==> config.mk <==
export PLATFORM = sky130hd
export DESIGN_NAME = zlib_enc_ctrl
export DESIGN_NICKNAME = d
export VERILOG_FILES = /design/src/rtl/zlib_enc_ctrl.sv
export SDC_FILE = /design/constraint.sdc
export NUM_CORES = 1
export LEC_CHECK = 0
export CORE_MARGIN = 2
export CORE_UTILIZATION = 40
export DETAILED_ROUTE_END_ITERATION = 8
export PLACE_DENSITY = 0.66
export SYNTH_ARGS = -nofsm -noshare
export SYNTH_HDL_FRONTEND = slang
export SYNTH_SLANG_ARGS = --single-unit
export TNS_END_PERCENT = 10
==> constraint.sdc <==
create_clock -name clk -period 4.75 [get_ports clk]
set_input_delay 0.7125 -clock clk [delete_from_list [all_inputs] [get_ports clk]]
set_output_delay 0.7125 -clock clk [all_outputs]
set_load 0.01 [all_outputs]
==> src/rtl/zlib_enc_ctrl.sv <==
// Frame sequencer for the fixed-Huffman zlib encoder: buffers LZ77 symbols, pulses start,
// streams symbols once the encoder is in its block state, then waits for done under a watchdog.
module zlib_enc_ctrl #(
  parameter int unsigned FIFO_DEPTH = 8,
  parameter int unsigned TMO_CYC    = 256,
  parameter int unsigned CNT_WD     = 16
) (
  input  logic              clk,
  input  logic              rstn,
  input  logic              sym_val_i,
  output logic              sym_rdy_o,
  input  logic              sym_flg_lit_i,
  input  logic [7:0]        sym_lit_i,
  input  logic [6:0]        sym_len_i,
  input  logic [6:0]        sym_dis_i,
  input  logic              sym_lst_i,
  input  logic              sym_nul_i,
  output logic              enc_start_o,
  output logic              enc_val_o,
  output logic              enc_flg_lit_o,
  output logic [7:0]        enc_lit_o,
  output logic [6:0]        enc_len_o,
  output logic [6:0]        enc_dis_o,
  output logic              enc_lst_o,
  input  logic              enc_done_i,
  input  logic              clr_err_i,
  output logic              busy_o,
  output logic              err_o,
  output logic [CNT_WD-1:0] frm_cnt_o,
  output logic [CNT_WD-1:0] sym_cnt_o
);

  localparam int unsigned AW = (FIFO_DEPTH > 1) ? $clog2(FIFO_DEPTH) : 1;
  localparam int unsigned TW = (TMO_CYC > 1) ? $clog2(TMO_CYC) : 1;
  localparam logic [AW:0]   Full    = (AW + 1)'(FIFO_DEPTH);
  localparam logic [TW-1:0] TmrLast = TW'(TMO_CYC - 1);

  typedef struct packed {
    logic       nul;
    logic       lst;
    logic       flg;
    logic [7:0] lit;
    logic [6:0] len;
    logic [6:0] dis;
  } sym_t;

  typedef enum logic [2:0] {StIdle, StStart, StHdr, StSym, StTail} state_t;

  state_t            r_state, w_state_nxt;
  sym_t              r_mem [FIFO_DEPTH];
  logic [AW-1:0]     r_wptr, r_rptr;
  logic [AW:0]       r_cnt;
  logic              r_hdr;
  logic [TW-1:0]     r_tmr;
  logic              r_err;
  logic [CNT_WD-1:0] r_frm, r_sym;

  sym_t w_head;
  logic w_push, w_pop, w_empty, w_val, w_tmo, w_done;

  assign w_head    = r_mem[r_rptr];
  assign w_empty   = (r_cnt == '0);
  assign sym_rdy_o = (r_cnt != Full);
  assign w_push    = sym_val_i & sym_rdy_o;
  assign w_pop     = (r_state == StSym) & ~w_empty;
  assign w_val     = w_pop & ~w_head.nul;
  assign w_done    = (r_state == StTail) & enc_done_i;
  assign w_tmo     = (r_state == StTail) & ~enc_done_i & (r_tmr == TmrLast);

  // A nul beat only closes the frame, so it always carries last.
  always_ff @(posedge clk) begin
    if (w_push) begin
      r_mem[r_wptr] <= '{nul: sym_nul_i, lst: sym_lst_i | sym_nul_i, flg: sym_flg_lit_i,
                         lit: sym_lit_i, len: sym_len_i, dis: sym_dis_i};
    end
  end

  always_ff @(posedge clk or negedge rstn) begin
    if (!rstn) begin
      r_wptr <= '0;
      r_rptr <= '0;
      r_cnt  <= '0;
    end else begin
      if (w_push) r_wptr <= r_wptr + AW'(1);
      if (w_pop)  r_rptr <= r_rptr + AW'(1);
      if (w_push && !w_pop)      r_cnt <= r_cnt + (AW + 1)'(1);
      else if (!w_push && w_pop) r_cnt <= r_cnt - (AW + 1)'(1);
    end
  end

  always_ff @(posedge clk or negedge rstn) begin
    if (!rstn) r_state <= StIdle;
    else       r_state <= w_state_nxt;
  end

  always_comb begin
    w_state_nxt = r_state;
    unique case (r_state)
      StIdle:  if (!w_empty) w_state_nxt = StStart;
      StStart: w_state_nxt = StHdr;
      StHdr:   if (r_hdr) w_state_nxt = StSym;
      StSym:   if (w_pop && w_head.lst) w_state_nxt = StTail;
      StTail:  if (w_done || w_tmo) w_state_nxt = StIdle;
      default: w_state_nxt = StIdle;
    endcase
  end

  always_comb begin
    enc_start_o   = (r_state == StStart);
    busy_o        = (r_state != StIdle);
    enc_val_o     = w_val;
    enc_lst_o     = w_pop & w_head.lst;
    enc_flg_lit_o = 1'b0;
    enc_lit_o     = '0;
    enc_len_o     = '0;
    enc_dis_o     = '0;
    if (w_val) begin
      enc_flg_lit_o = w_head.flg;
      enc_lit_o     = w_head.lit;
      enc_len_o     = w_head.len;
      enc_dis_o     = w_head.dis;
    end
  end

  // Header phase spans two cycles (CMF_FLG, BLK_0); r_hdr marks the second one.
  always_ff @(posedge clk or negedge rstn) begin
    if (!rstn) begin
      r_hdr <= 1'b0;
      r_tmr <= '0;
      r_err <= 1'b0;
      r_frm <= '0;
      r_sym <= '0;
    end else begin
      r_hdr <= (r_state == StHdr) ? ~r_hdr : 1'b0;
      r_tmr <= (r_state == StTail) ? r_tmr + TW'(1) : '0;
      if (w_tmo)          r_err <= 1'b1;
      else if (clr_err_i) r_err <= 1'b0;
      if (w_done) r_frm <= r_frm + CNT_WD'(1);
      if (r_state == StStart) r_sym <= '0;
      else if (w_val)         r_sym <= r_sym + CNT_WD'(1);
    end
  end

  assign err_o     = r_err;
  assign frm_cnt_o = r_frm;
  assign sym_cnt_o = r_sym;

endmodule
## Yosys cells after proc, flatten, opt, wreduce, memory -nomap -nowiden

Memories as Yosys holds them, arrays and structs flattened.
Cells that the tools add are included.

| storage, ports and cells | value |
|---|---|
| register bits after elaboration | 55 |
| memories kept | 1 |
| word-level logic and storage cells | 71 |
| bits in writable memories | 200 |
| output and inout port bits | 61 |
| input bits | 30 |

Memory list:

| memory | depth | bits a word | read ports | clocked after Yosys merged registers in | write ports | line | text |
|---|---|---|---|---|---|---|---|
| r_mem | 8 | 25 | 1 | 0 | 1 | 50 | `sym_t r_mem [FIFO_DEPTH];` |

| operators by class | value |
|---|---|
| reductions and logical operators | 13 |
| eq/ne operators | 10 |
| bitwise gates (word level) | 12 |
| add/subtract/negate cells | 7 |
| muxes and demuxes | 19 |

Operator list:

| operator | count |
|---|---|
| 16-bit by 1-bit adder with 16-bit output (second input constant) | 2 |
| 16-bit 2-to-1 mux | 2 |
| 8-bit 2-to-1 mux | 2 |
| 3-bit case mux with 5 select lines | 1 |
| 7-bit 2-to-1 mux | 2 |
| 3-bit 2-to-1 mux | 4 |
| 8-bit by 1-bit adder with 8-bit output (second input constant) | 1 |
| 8-bit == test (second input constant) | 1 |
| 4-bit 2-to-1 mux | 2 |
| 1-bit AND | 7 |
| 3-bit by 1-bit adder with 3-bit output (second input constant) | 2 |
| 3-bit by 2-bit == test with 1-bit output (second input constant) | 2 |
| 1-bit 2-to-1 mux | 6 |
| 2-bit nonzero test | 3 |
| 4-bit by 1-bit adder with 4-bit output (second input constant) | 1 |
| 4-bit logical NOT | 1 |
| 2-bit by 1-bit != test with 1-bit output (second input constant) | 2 |
| 2-bit != test (second input constant) | 2 |
| 4-bit != test (second input constant) | 1 |
| 1-bit NOT | 4 |
| 4-bit AND reduction | 1 |
| 4-bit by 1-bit subtractor with 4-bit output (second input constant) | 1 |
| 3-bit by 1-bit == test with 1-bit output (second input constant) | 1 |
| 3-bit == test (second input constant) | 1 |
| other kinds (6) | 9 |

## Longest topological paths before layout

| logic depth | value |
|---|---|
| depth after elaboration | 6 |
| mapped depth | 12 |
| gate-level depth less buffers | 12 |

## Worst setup path before layout

Ideal clock, no wire load.

| path | value |
|---|---|
| kind | input port to flip-flop |
| start | input sym_val_i |
| end | memory r_mem[0][0] (netlist bit), enable pin |
| path slack | 1007 ps |
| required time | 4280 ps |
| buffers on the path | 0 |
| arrival | 3272 ps |
| setup time | 470 ps |
| stages on the path | 2 |
| cell sequence | nand2_1 -> nor4_1 |

| on the way | value |
|---|---|
| cells in the longest elaborated chain, start to end | 3 |

RTL lines:

| what | line | text |
|---|---|---|
| start: declaration | 10 | `input logic sym_val_i,` |
| 1-bit AND | 64 | `assign w_push = sym_val_i & sym_rdy_o;` |
| 1-bit 2-to-1 mux | 72 | `if (w_push) begin` |
| 1-bit 2-to-1 mux (implied by the code) | 73 | `r_mem[r_wptr] <= '{nul: sym_nul_i, lst: sym_lst_i \| sym_nul_i, flg: sym_flg_lit_i,` |
| end: declaration | 50 |  |

Every way passes these cells.

## Final worst setup path

| path | value |
|---|---|
| start | register r_rptr[2] |
| end | output enc_len_o[0] |

| on the way | value |
|---|---|
| cells in the longest elaborated chain, start to end | 4 |

RTL lines:

| what | line | text |
|---|---|---|
| start: declaration | 51 | `logic [AW-1:0] r_wptr, r_rptr;` |
| start signal: assignment | 85 | `if (w_pop) r_rptr <= r_rptr + AW'(1);` |
| memory read 8 x 25 bit (*) | -- |  |
| 1-bit NOT | 66 | `assign w_val = w_pop & ~w_head.nul;` |
| 1-bit AND | 66 |  |
| 7-bit 2-to-1 mux (*) | 117 | `if (w_val) begin` |
| end: declaration | 22 | `output logic [6:0] enc_len_o,` |

Every way passes the cells marked *; elsewhere a longest branch is shown, timed or not.

==> out/qor.yml <==
worst_slew_pin_slew_ns: 0.9838
cts_made_buffers: 26
io_pins: 91
syn_area_um2: 10240
drv_slew: 0
crit_start: "r_rptr[2]"
viasPerCell: 5.347
numPortBuffers: 90
power.switching_mw: 2.104
final_common_cell: "edfxtp_1"
clk_path_buf_depth: 3
initial_core_util: 0.4068
grt_pass1_wl_um: 31990
finalSetupViolCount: 0
worstPathMaxFanout: 17
firstDrtPassIters: 5
die_h_um: 164.0
syn_area_per_cell_um2: 17.66
synth_edf_count: 200
power_frac_clock: 0.283
clock_sinks: 255
antenna_cells: 0
total_leakage_power_nw: 4.369
dr_total_vias: 5572
routedWlPerCell_um: 19.85
crit_chain: "buf_4 > nand2b_1 > o22ai_1 > or3_1 > buf_4 > nor2_1 > clkdlybuf4s50_1"
crit_arrival_ns: 3.47
antenna_found_initial: 0
cts_resized: 0
critPathCaptureType: "output pin"
synth.net_count: 619
hold_viol_final: 0
layout_worst_path_cycle_share: 0.8809
ys_ff_latch: 255
cp_slowest_stage_delay_ns: 0.63
yosysUniqueCellTypes: 46
drv_cap: 0
intPower_mw: 4.884
ir_drop_uv: 365.3
postSynthCellCount: 580
finalNetCount: 732
fmax_ghz: 0.2390
postCtsSetupRepairBufs: 0
period_minus_slack_ns: 4.184
grtUsageTotal: 0.1548
clock_skew_ns: 0.01106
drc_errors: 0
cts.clk_slew.worst_paths_ns: 0.06
yosysWarningCount: 0
placement.cell_area_um2: 11640
die_w_um: 164.0
drive_gt1_frac: 0.1742
clk_latency_ns: 0.54
cpMaxStageDelayCell: "dfrtp_2"
pwr-share-comb: 0.282
criticalPathCategory: "reg -> out"
r2r-start: "r_rptr[2]"
rows: 58
reg2reg_to: "sym_cnt_o[15]"
reg2regPathDepth: 7
async_flop_share: 0.2157
rsz0062_at_grt: "no"
synthToLayoutAreaGrowth_pct: 21.78
n_fill_cell: 2052
wirelength_um: 20690
layout_common_cells: "edfxtp_1 (200), clkdlybuf4s50_1 (89), dfrtp_1 (52)"
synth_ff_type: "edfxtp_1"
switching_share: 0.3011
drt_iter0_drc: 339
relSlewSlack: 0.3406
drtAntennaViolNets: 0
critPathRequiredTime_ns: 4.04
gp_congestion: 0.7471
post-dp-hpwl_um: 12710
root_buffer: "clkbuf_16"
cp-start-kind: "register"
power.density_nw_per_um2: 560.1
cts_tree: "built"
path_delay_family: "buffers and inverters"
gr-total-overflow: 0
tns_ns: 0
holdBufCountCts: 0
yosysSeqAreaShare: 0.7207
dieArea_um2: 26900
cp.depth: 7
rrSetupSlack_ns: 1.88
htreeDepth: 1
pwr-share-seq: 0.436
design_area_um2: 12470
crit_buf_inv: 3
fp.coreArea_um2: 25180
grt_pass1_vias: 5669
grt_max_degree: 37
cp_common_cell: "buf_4"
status: "finished clean"
worstHoldPathType: "in -> async"
synth_stat cells (all sizes together), types with 2 or more instances:
cell | number | share of area
o21ai | 4 | 0.0020
mux2 | 5 | 0.0055
nand2 | 25 | 0.0099
nor3 | 8 | 0.0039
o22ai | 3 | 0.0018
edfxtp | 200 | 0.59
a21oi | 6 | 0.0029
nor2 | 47 | 0.017
nand3 | 17 | 0.0083
and2 | 2 | 0.0012
mux4 | 47 | 0.10
xnor2 | 26 | 0.022
or4 | 6 | 0.0044
mux2i | 29 | 0.028
buf | 14 | 0.0077
xor2 | 9 | 0.0077
ha | 8 | 0.0098
nor4 | 6 | 0.0037
inv | 7 | 0.0026
and3 | 11 | 0.0067
or3 | 4 | 0.0024
nand4 | 8 | 0.0049
nand2b | 5 | 0.0031
clkbuf | 9 | 0.0034
or2 | 2 | 0.0012
o31ai | 3 | 0.0022
dfrtp | 55 | 0.13
power by group through the flow:
| stage | Clock [mW] | Combinational, mW | Sequential [mW] |
|---|---|---|---|
| after floorplan | 0 | 1.42 | 2.91 |
| after global placement | 0 | 1.96 | 3.07 |
| after detailed placement | 0 | 1.98 | 3.10 |
| after CTS | 2.01 | 2.00 | 3.05 |
| after global routing | 2.10 | 2.14 | 3.09 |
| final | 1.97 | 1.97 | 3.04 |
through the flow:
step                cells  hold slack, ns  power (mW)  setup slack, ns    util
floorplan             580          0.3920       4.329            1.007       -
global placement      995          0.4042       5.024            1.181  0.4622
detailed placement    995          0.4062       5.078            1.159  0.4622
CTS                  1042          0.1122       7.069           0.5877  0.4954
global route         1042          0.1317       7.339           0.4027  0.4954
finish               1042          0.1209       6.987           0.5658  0.4954
how the worst max path moves through the flow:
stage,endpoint,slack [ns]
final,enc_len_o[0],0.57
after global placement,enc_len_o[0],1.18
after global routing,enc_val_o,0.40
after CTS,enc_len_o[0],0.59
after detailed placement,enc_lit_o[7],1.16
after floorplan,r_mem[0][0],1.01
per-layer routing:
| metal | vias to the layer above | routed length, um | global-route usage |
|---|---|---|---|
| met2 | 173 | 10360 | 0.2657 |
| li1 | 2491 | - | - |
| met1 | 2878 | 9048 | 0.2093 |
| met4 | 0 | 359 | 0.03429 |
| met5 | - | 0 | 0 |
| met3 | 30 | 920 | 0.02475 |
logic make-up (layout without fill, tap and decap cells):
group | after synthesis | in the layout | synth area share
and+or+nand+nor | 147 | 147 | 0.07231
buffers and inverters | 30 | 162 | 0.01368
AOI/OAI and AO/OA | 23 | 23 | 0.01454
DFF | 255 | 255 | 0.7207
muxes | 81 | 81 | 0.1372
adders and majority gates | 9 | 9 | 0.01173
xor gates and xnor gates | 35 | 35 | 0.02993
flip-flops by register name (all words and copies together) (netlist names):
signal and flops:
r_tmr 8, r_state 3, sym_cnt_o 16, frm_cnt_o 16, r_hdr 1, r_cnt 4, err_o 1, r_mem 200
r_rptr 3, r_wptr 3
cell type report:
class / instances / area (um^2) / share of cell area
repair buffers: 108 / 1056 / 0.08465
clock inverters: 15 / 152.6 / 0.01224
well taps: 330 / 412.9 / 0.03310
clock buffers: 32 / 683.2 / 0.05476
multi-input cells: 295 / 2755 / 0.2209
inverters: 7 / 26.28 / 0.002106
flip-flops and latches: 255 / 7388 / 0.5923
(Power assumes the default switching activity.)
